## src/rtl/clk_div_ctrl.sv

```systemverilog
// Run-time divide-ratio controller: holds the active ratio, accepts new ratios over valid/ready,
// and applies them only at period boundaries. Produces a registered divided level and period tick.

module clk_div_ctrl #(
    parameter int CNT_W       = 8,
    parameter int DEFAULT_DIV = 2
) (
    input  logic             clk,
    input  logic             rst,
    input  logic             enable,
    input  logic [CNT_W-1:0] div_in,
    input  logic             div_valid,
    output logic             div_ready,
    output logic             div_out,
    output logic             tick,
    output logic [CNT_W-1:0] active_div,
    output logic             pending,
    output logic             running
);

    typedef enum logic [1:0] {
        ST_IDLE  = 2'd0,
        ST_RUN   = 2'd1,
        ST_DRAIN = 2'd2
    } state_t;

    localparam logic [CNT_W-1:0] CNT_ZERO = {CNT_W{1'b0}};
    localparam logic [CNT_W-1:0] CNT_ONE  = CNT_W'(1);
    localparam logic [CNT_W-1:0] DIV_MIN  = CNT_W'(2);
    localparam logic [CNT_W-1:0] DIV_RST  = CNT_W'(DEFAULT_DIV);

    // Ratios below 2 cannot form a high and a low phase, so they are raised to 2.
    function automatic logic [CNT_W-1:0] coerce_div(input logic [CNT_W-1:0] d);
        logic [CNT_W-1:0] r;
        if (d < DIV_MIN) begin
            r = DIV_MIN;
        end else begin
            r = d;
        end
        return r;
    endfunction

    state_t           state_r, state_s;
    logic [CNT_W-1:0] cnt_r, cnt_s;
    logic [CNT_W-1:0] active_div_r, active_div_s;
    logic [CNT_W-1:0] pend_div_r, pend_div_s;
    logic             pending_r, pending_s;
    logic             div_out_r, div_out_s;
    logic             tick_r, tick_s;
    logic             xfer_s;
    logic             wrap_s;

    // Next-state, counter, ratio bookkeeping and next registered outputs.
    always_comb begin
        state_s      = state_r;
        cnt_s        = cnt_r;
        active_div_s = active_div_r;
        pend_div_s   = pend_div_r;
        pending_s    = pending_r;
        xfer_s       = div_valid & ~pending_r;
        wrap_s       = (cnt_r == (active_div_r - CNT_ONE));

        case (state_r)
            ST_IDLE: begin
                cnt_s = CNT_ZERO;
                // No period is in flight, so any ratio goes straight into force.
                if (pending_r) begin
                    active_div_s = pend_div_r;
                    pending_s    = 1'b0;
                end else if (xfer_s) begin
                    active_div_s = coerce_div(div_in);
                end else begin
                    active_div_s = active_div_r;
                end
                if (enable) begin
                    state_s = ST_RUN;
                end else begin
                    state_s = ST_IDLE;
                end
            end
            ST_RUN, ST_DRAIN: begin
                if (wrap_s) begin
                    cnt_s = CNT_ZERO;
                end else begin
                    cnt_s = cnt_r + CNT_ONE;
                end
                // xfer_s and pending_r are mutually exclusive, so a transfer at a wrap waits a period.
                if (wrap_s && pending_r) begin
                    active_div_s = pend_div_r;
                    pending_s    = 1'b0;
                end else if (xfer_s) begin
                    pend_div_s = coerce_div(div_in);
                    pending_s  = 1'b1;
                end else begin
                    pending_s = pending_r;
                end
                if (enable) begin
                    state_s = ST_RUN;
                end else if (wrap_s) begin
                    state_s = ST_IDLE;
                end else begin
                    state_s = ST_DRAIN;
                end
            end
            default: begin
                state_s = ST_IDLE;
                cnt_s   = CNT_ZERO;
            end
        endcase

        div_out_s = (state_r != ST_IDLE) && (cnt_r < (active_div_r >> 1));
        tick_s    = (state_r != ST_IDLE) && (cnt_r == CNT_ZERO);
    end

    // State and period counter.
    always_ff @(posedge clk) begin
        if (!rst) begin
            state_r <= ST_IDLE;
            cnt_r   <= CNT_ZERO;
        end else begin
            state_r <= state_s;
            cnt_r   <= cnt_s;
        end
    end

    // Active and pending ratio registers.
    always_ff @(posedge clk) begin
        if (!rst) begin
            active_div_r <= DIV_RST;
            pend_div_r   <= DIV_RST;
            pending_r    <= 1'b0;
        end else begin
            active_div_r <= active_div_s;
            pend_div_r   <= pend_div_s;
            pending_r    <= pending_s;
        end
    end

    // Registered divided level and period tick.
    always_ff @(posedge clk) begin
        if (!rst) begin
            div_out_r <= 1'b0;
            tick_r    <= 1'b0;
        end else begin
            div_out_r <= div_out_s;
            tick_r    <= tick_s;
        end
    end

    assign div_ready  = ~pending_r;
    assign div_out    = div_out_r;
    assign tick       = tick_r;
    assign active_div = active_div_r;
    assign pending    = pending_r;
    assign running    = (state_r != ST_IDLE);

    clk_div_ctrl_chk #(
        .CNT_W (CNT_W)
    ) u_chk (
        .clk        (clk),
        .rst        (rst),
        .cnt        (cnt_r),
        .active_div (active_div_r),
        .pending    (pending_r),
        .div_ready  (div_ready)
    );

endmodule

// Structural invariants of the controller, kept apart from the datapath.
module clk_div_ctrl_chk #(
    parameter int CNT_W = 8
) (
    input logic             clk,
    input logic             rst,
    input logic [CNT_W-1:0] cnt,
    input logic [CNT_W-1:0] active_div,
    input logic             pending,
    input logic             div_ready
);

    a_div_min: assert property (@(posedge clk) disable iff (!rst) active_div >= CNT_W'(2));
    a_cnt_range: assert property (@(posedge clk) disable iff (!rst) cnt < active_div);
    a_ready: assert property (@(posedge clk) disable iff (!rst) div_ready == ~pending);

endmodule

```

## config.mk

```make
export PLATFORM = sky130hd
export DESIGN_NAME = clk_div_ctrl
export DESIGN_NICKNAME = d
export VERILOG_FILES = /design/src/rtl/clk_div_ctrl.sv
export SDC_FILE = /design/constraint.sdc
export NUM_CORES = 1
export LEC_CHECK = 0
export ABC_CLOCK_PERIOD_IN_PS = 2500
export BUFFER_PORTS_ARGS = -buffer_cell sky130_fd_sc_hd__clkbuf_2
export CAP_MARGIN = 20
export CORE_ASPECT_RATIO = 1.1
export CORE_MARGIN = 3
export CORE_UTILIZATION = 56
export CTS_CLUSTER_DIAMETER = 120
export DETAILED_ROUTE_END_ITERATION = 7
export GPL_ROUTABILITY_DRIVEN = 0
export GPL_TIMING_DRIVEN = 0
export PLACE_DENSITY = 0.79
export SLEW_MARGIN = 20
export SYNTH_ARGS = -nofsm -noshare
export SYNTH_HDL_FRONTEND = slang
export SYNTH_HIERARCHICAL = 1
export SYNTH_SLANG_ARGS = --single-unit
```

## constraint.sdc

```tcl
create_clock -name clk -period 2.5 [get_ports clk]
set_input_delay 0.125 -clock clk [delete_from_list [all_inputs] [get_ports clk]]
set_output_delay 0.125 -clock clk [all_outputs]
set_load 0.01 [all_outputs]
```

# Yosys cells after proc, flatten, opt, wreduce, memory -nomap -nowiden
# Cells that the tools add are included.
# totals
inputBits,12
ram_bits,0
latchBits,0
regBits,29
mem_count,0
wordCells,46
out_inout_bits,13
romBits,0
# op_classes
n_reduce_logical,12
order_cmp,2
eq_ne,6
div_mod_pow,0
n_shift,0
multipliers,0
n_mux,12
bitwise,5
add_sub_neg,2
# ops
cell,n
2-to-1 mux 8 bit,4
case mux 8 bit (2 select lines),1
adder 8 x 1 -> 8 bit (second input constant),1
== test 8 bit,1
zero test 8 bit,1
< comparator 8 x 2 -> 1 bit (second input constant),1
< comparator 8 x 7 -> 1 bit,1
subtractor 8 x 1 -> 8 bit (second input constant),1
inequality test 3 bit (second input constant),2
AND reduction 3 bit,2
2-to-1 mux 2 bit,2
NOT 1 bit,4
case mux 2 bit (2 select lines),1
nonzero test 2 bit,2
logical AND 1 bit,3
2-to-1 mux 1 bit,3
OR reduction 3 bit,1
== test 2 x 1 -> 1 bit (second input constant),1
== test 2 bit (second input constant),1
zero test 2 bit,1
inequality test 2 bit (second input constant),1
case mux 1 bit (2 select lines),1
AND reduction 2 bit,1
OR reduction 2 bit,1
AND 1 bit,1

# Logic depth before layout (Yosys ltp)
# depth
word_depth,5
depth_mapped,8

# Least setup slack after synthesis
# No wires, ideal clock.
# synth_path
path_type,register to register
startpoint,register active_div_r[0] (netlist: active_div[0])
endpoint,register active_div_r[1] (netlist: active_div[1])
required_time_ns,2.379
slack_ns,0.155
path_stages_with_launch,9
synth_period_minus_slack_ns,2.345
setup_ns,0.121
t_arrival_ns,2.224
cell_sequence,dfxtp_1 -> inv_1 -> ha_1 -> nor4b_4 -> xnor2_1 -> nor4_2 -> o2111ai_2 -> a221oi_4 -> mux2_4
# synth_via
elab_chain_len,5
# synth_lines
element,line,rtl
from (decl),45,"logic [CNT_W-1:0] active_div_r, active_div_s;"
from (signal assigned),133,active_div_r <= active_div_s;
subtractor 8 x 1 -> 8 bit,61,wrap_s = (cnt_r == (active_div_r - CNT_ONE));
== test 8 bit,61,
logical AND 1 bit,88,if (wrap_s && pending_r) begin
inequality test 2 bit (no line),n/a,
AND reduction 3 bit (no line),n/a,
# Every way passes these cells.
# A chain may end at the register's enable or synchronous reset.

# Worst setup path in the final report
# Same ends and word-level chain as after synthesis.

==> run metrics <==
status=finished clean; area leader, netlist=dfxtp_1; top post-synthesis cells by count=nand2_1 (39), dfxtp_1 (29), nor2_1 (17); final period utilization=93.6%; number of synthesized flops with an enable pin=0; Final HPWL DP=2620 um; Max FO, Critical Path=6; Slowest cell on crit path=dfxtp_1; clock power share=27.1%; Synth top area share=34.3%; Least-Margin Pin Slew=0.626 ns; Setup WS post-layout=0.160 ns; WP data arrival=2.58 ns; TritonCTS Buffers=5; synthesized cell area=1690 sq um; CTS tree=done; hold crit path type=in -> reg; Design Power=1.10 mW; Netlist cell types=37; filler instances=245; cells along the critical path=inv_1, ha_2, nor4b_4, xnor2_1, nor4_2, o2111ai_2, a221oi_4, buf_4, mux2_4; DR vias=1,433; grt ovf=0; Seq/Total Area, Yosys=34.3%; core region area=2830 sq um; switching part of the total power=30.9%; final antenna-violating net count=0; Area Growth Syn to Fin=15.5%; CP Launch Type=flop; IO Count=25; IO buf count=23; Nets=253; Worst setup EP type=flop; cell leakage power=0.862 nW; top_reg_cell synth=dfxtp_1; Pwr per Cell Area=564 nW/um^2; Die X=58.4 um; final instance area=1950 sq um; clk_skew=0.00885 ns; Area contributors post-synth=dfxtp_1 (34%), nand2_1 (8.7%), ha_1 (8.1%); 1st-iter DRT viols=38; Fin. Hold Viols=0; Max VDD drop=0.365 mV; DR vias/cell=5.45; pre-CTS setup slack=-0.0497 ns; RSZ-0062 raised after global routing=no; DRT Wirelength=3510 um; initial antenna violation count=0; drt pass-1 iters=4; switching component of the power=0.340 mW; Sequential Power Share=47.0%; syn_nets=218; DR WL/cell=13.3 um; CTS clk-pin slew, worst paths=0.10 ns; Post-Synthesis Cells=195; critical path type=reg -> reg; fmax=427 MHz; # rows=20; initial core utilization=59.8%; drt drc=0; largest net degree at the start of global routing=11; clk sink count=29; All-Layer GR Usage=21.2%; clock root buffer=clkbuf_4; first-pass GRT wire length=6110 um; Comb pwr share=26.0%; share of cells above drive strength 1=21.7%; Antenna Cells=0; Multi-input gate area=1040 sq um; internal power contribution=0.762 mW; final setup vio count=0; fin. max-slew vios=0; most numerous cell in the Yosys netlist=nand2_1; die extent in y=63.6 um; mean area per synthesized cell=8.67 sq um; die area=3720 sq um; Slew headroom=58.1%; Hold WS=0.0429 ns; top cell family by delay on the critical path=compound AO/OA/AOI/OAI gates; Crit path required time=2.74 ns; Post-synth ARST share=0%; Max-Cap Viols=0; minimum clock period=2.34 ns; register area=581 sq um; vias in the first global route=1,417; Placed Area=1850 sq um; clock tree buffer depth=2; Clk Latency, worst-skew pair=0.34 ns; Yosys reg bits=29; CP max stage delay=0.44 ns; H-tree Lvls=2; Synth warnings=6; WP buf/inv=2; fin util=69.1%
[state kept, by name, summed over array words and instances (netlist names)]
register and flops:
state_r 2, cnt_r 8, pending 1, active_div 8, div_out 1, tick 1
pend_div_r 8
[worst paths after layout]
path,startpoint,to,slack [ns],cells after the start
worst min-delay path,div_in[3],pend_div_r[3],0.04,3
worst min register to register,pend_div_r[4],pend_div_r[4],0.47,2
worst max-delay path,active_div[0],active_div[1],0.16,9
worst max register to register,active_div[0],active_div[1],0.16,9
[tightest hold or removal path, delay by kind of cell]
| kind | cells | cell delay, ns |
|---|---|---|
| compound gates | 1 | 0.06 |
| buf+inv | 1 | 0.10 |
| simple gates | 1 | 0.05 |
[cell type report]
type,instances,share of cell area [%]
Timing Repair Buffer,28,7.94
Inverter,15,2.88
Tap cell,33,2.11
Buffer,6,1.35
Multi-Input combinational cell,145,53.2
Sequential cell,29,29.7
Clock buffer,7,2.82
[logic make-up after synthesis]
family                   after synthesis  share of synthesized area, %
AO/OA/AOI/OAI                         26                          13.2
XOR/XNOR                              16                          8.28
adder cells (fa/ha/maj)               11                          8.14
buffers and inverters                 21                          4.88
flip-flops                            29                          34.3
multiplexers                          15                          9.69
AND/OR/NAND/NOR                       77                          21.5
[per-stage QoR]
step                      TNS (ns)  instances
final                            0        263
after global routing             0        263
after CTS                        0        263
after detailed placement   -0.0497        251
after global placement           0        251
after floorplan                  0        195
[per-layer routing]
metal	wire length [um]	part of all wire, %	vias up	track usage (%)
li1	-	-	726	-
met2	1820	52	29	37.0
met4	74	2.1	0	8.99
met3	131	3.7	7	6.35
met5	0	0	-	0
met1	1480	42	671	23.2
[layout by cell type (no fill, tap or decap), types with 3 or more instances in the layout]
| cell type | instances |
|---|---|
| inv_1 | 15 |
| nor2_1 | 17 |
| ha_1 | 10 |
| dfxtp_1 | 29 |
| clkbuf_1 | 6 |
| a21o_1 | 4 |
| a21boi_0 | 7 |
| xor2_1 | 3 |
| mux2i_1 | 7 |
| clkbuf_2 | 23 |
| and3_1 | 3 |
| xnor2_1 | 13 |
| clkbuf_4 | 5 |
| nand3_1 | 5 |
| nand2_1 | 39 |
| nor3_1 | 4 |
| buf_4 | 5 |
| mux2_2 | 7 |
[timing repair]
| item | in CTS | in global routing |
|---|---|---|
| setup endpoints to repair | 1 | 6 |
| buffers inserted | 4 | 0 |
| hold buffers | 1 | 0 |
| hold endpoints to repair | 2 | 0 |
| pin swaps | 1 | 1 |
| resized for setup | 0 | 2 |
[power groups by stage]
stage	registers (mW)	clock network, mW	logic [mW]
finish	0.518	0.298	0.286
global route	0.522	0.319	0.318
detailed placement	0.528	0	0.266
CTS	0.517	0.306	0.283
floorplan	0.530	0	0.194
global placement	0.526	0	0.256
No activity file was read; power rests on OpenSTA's default activity.
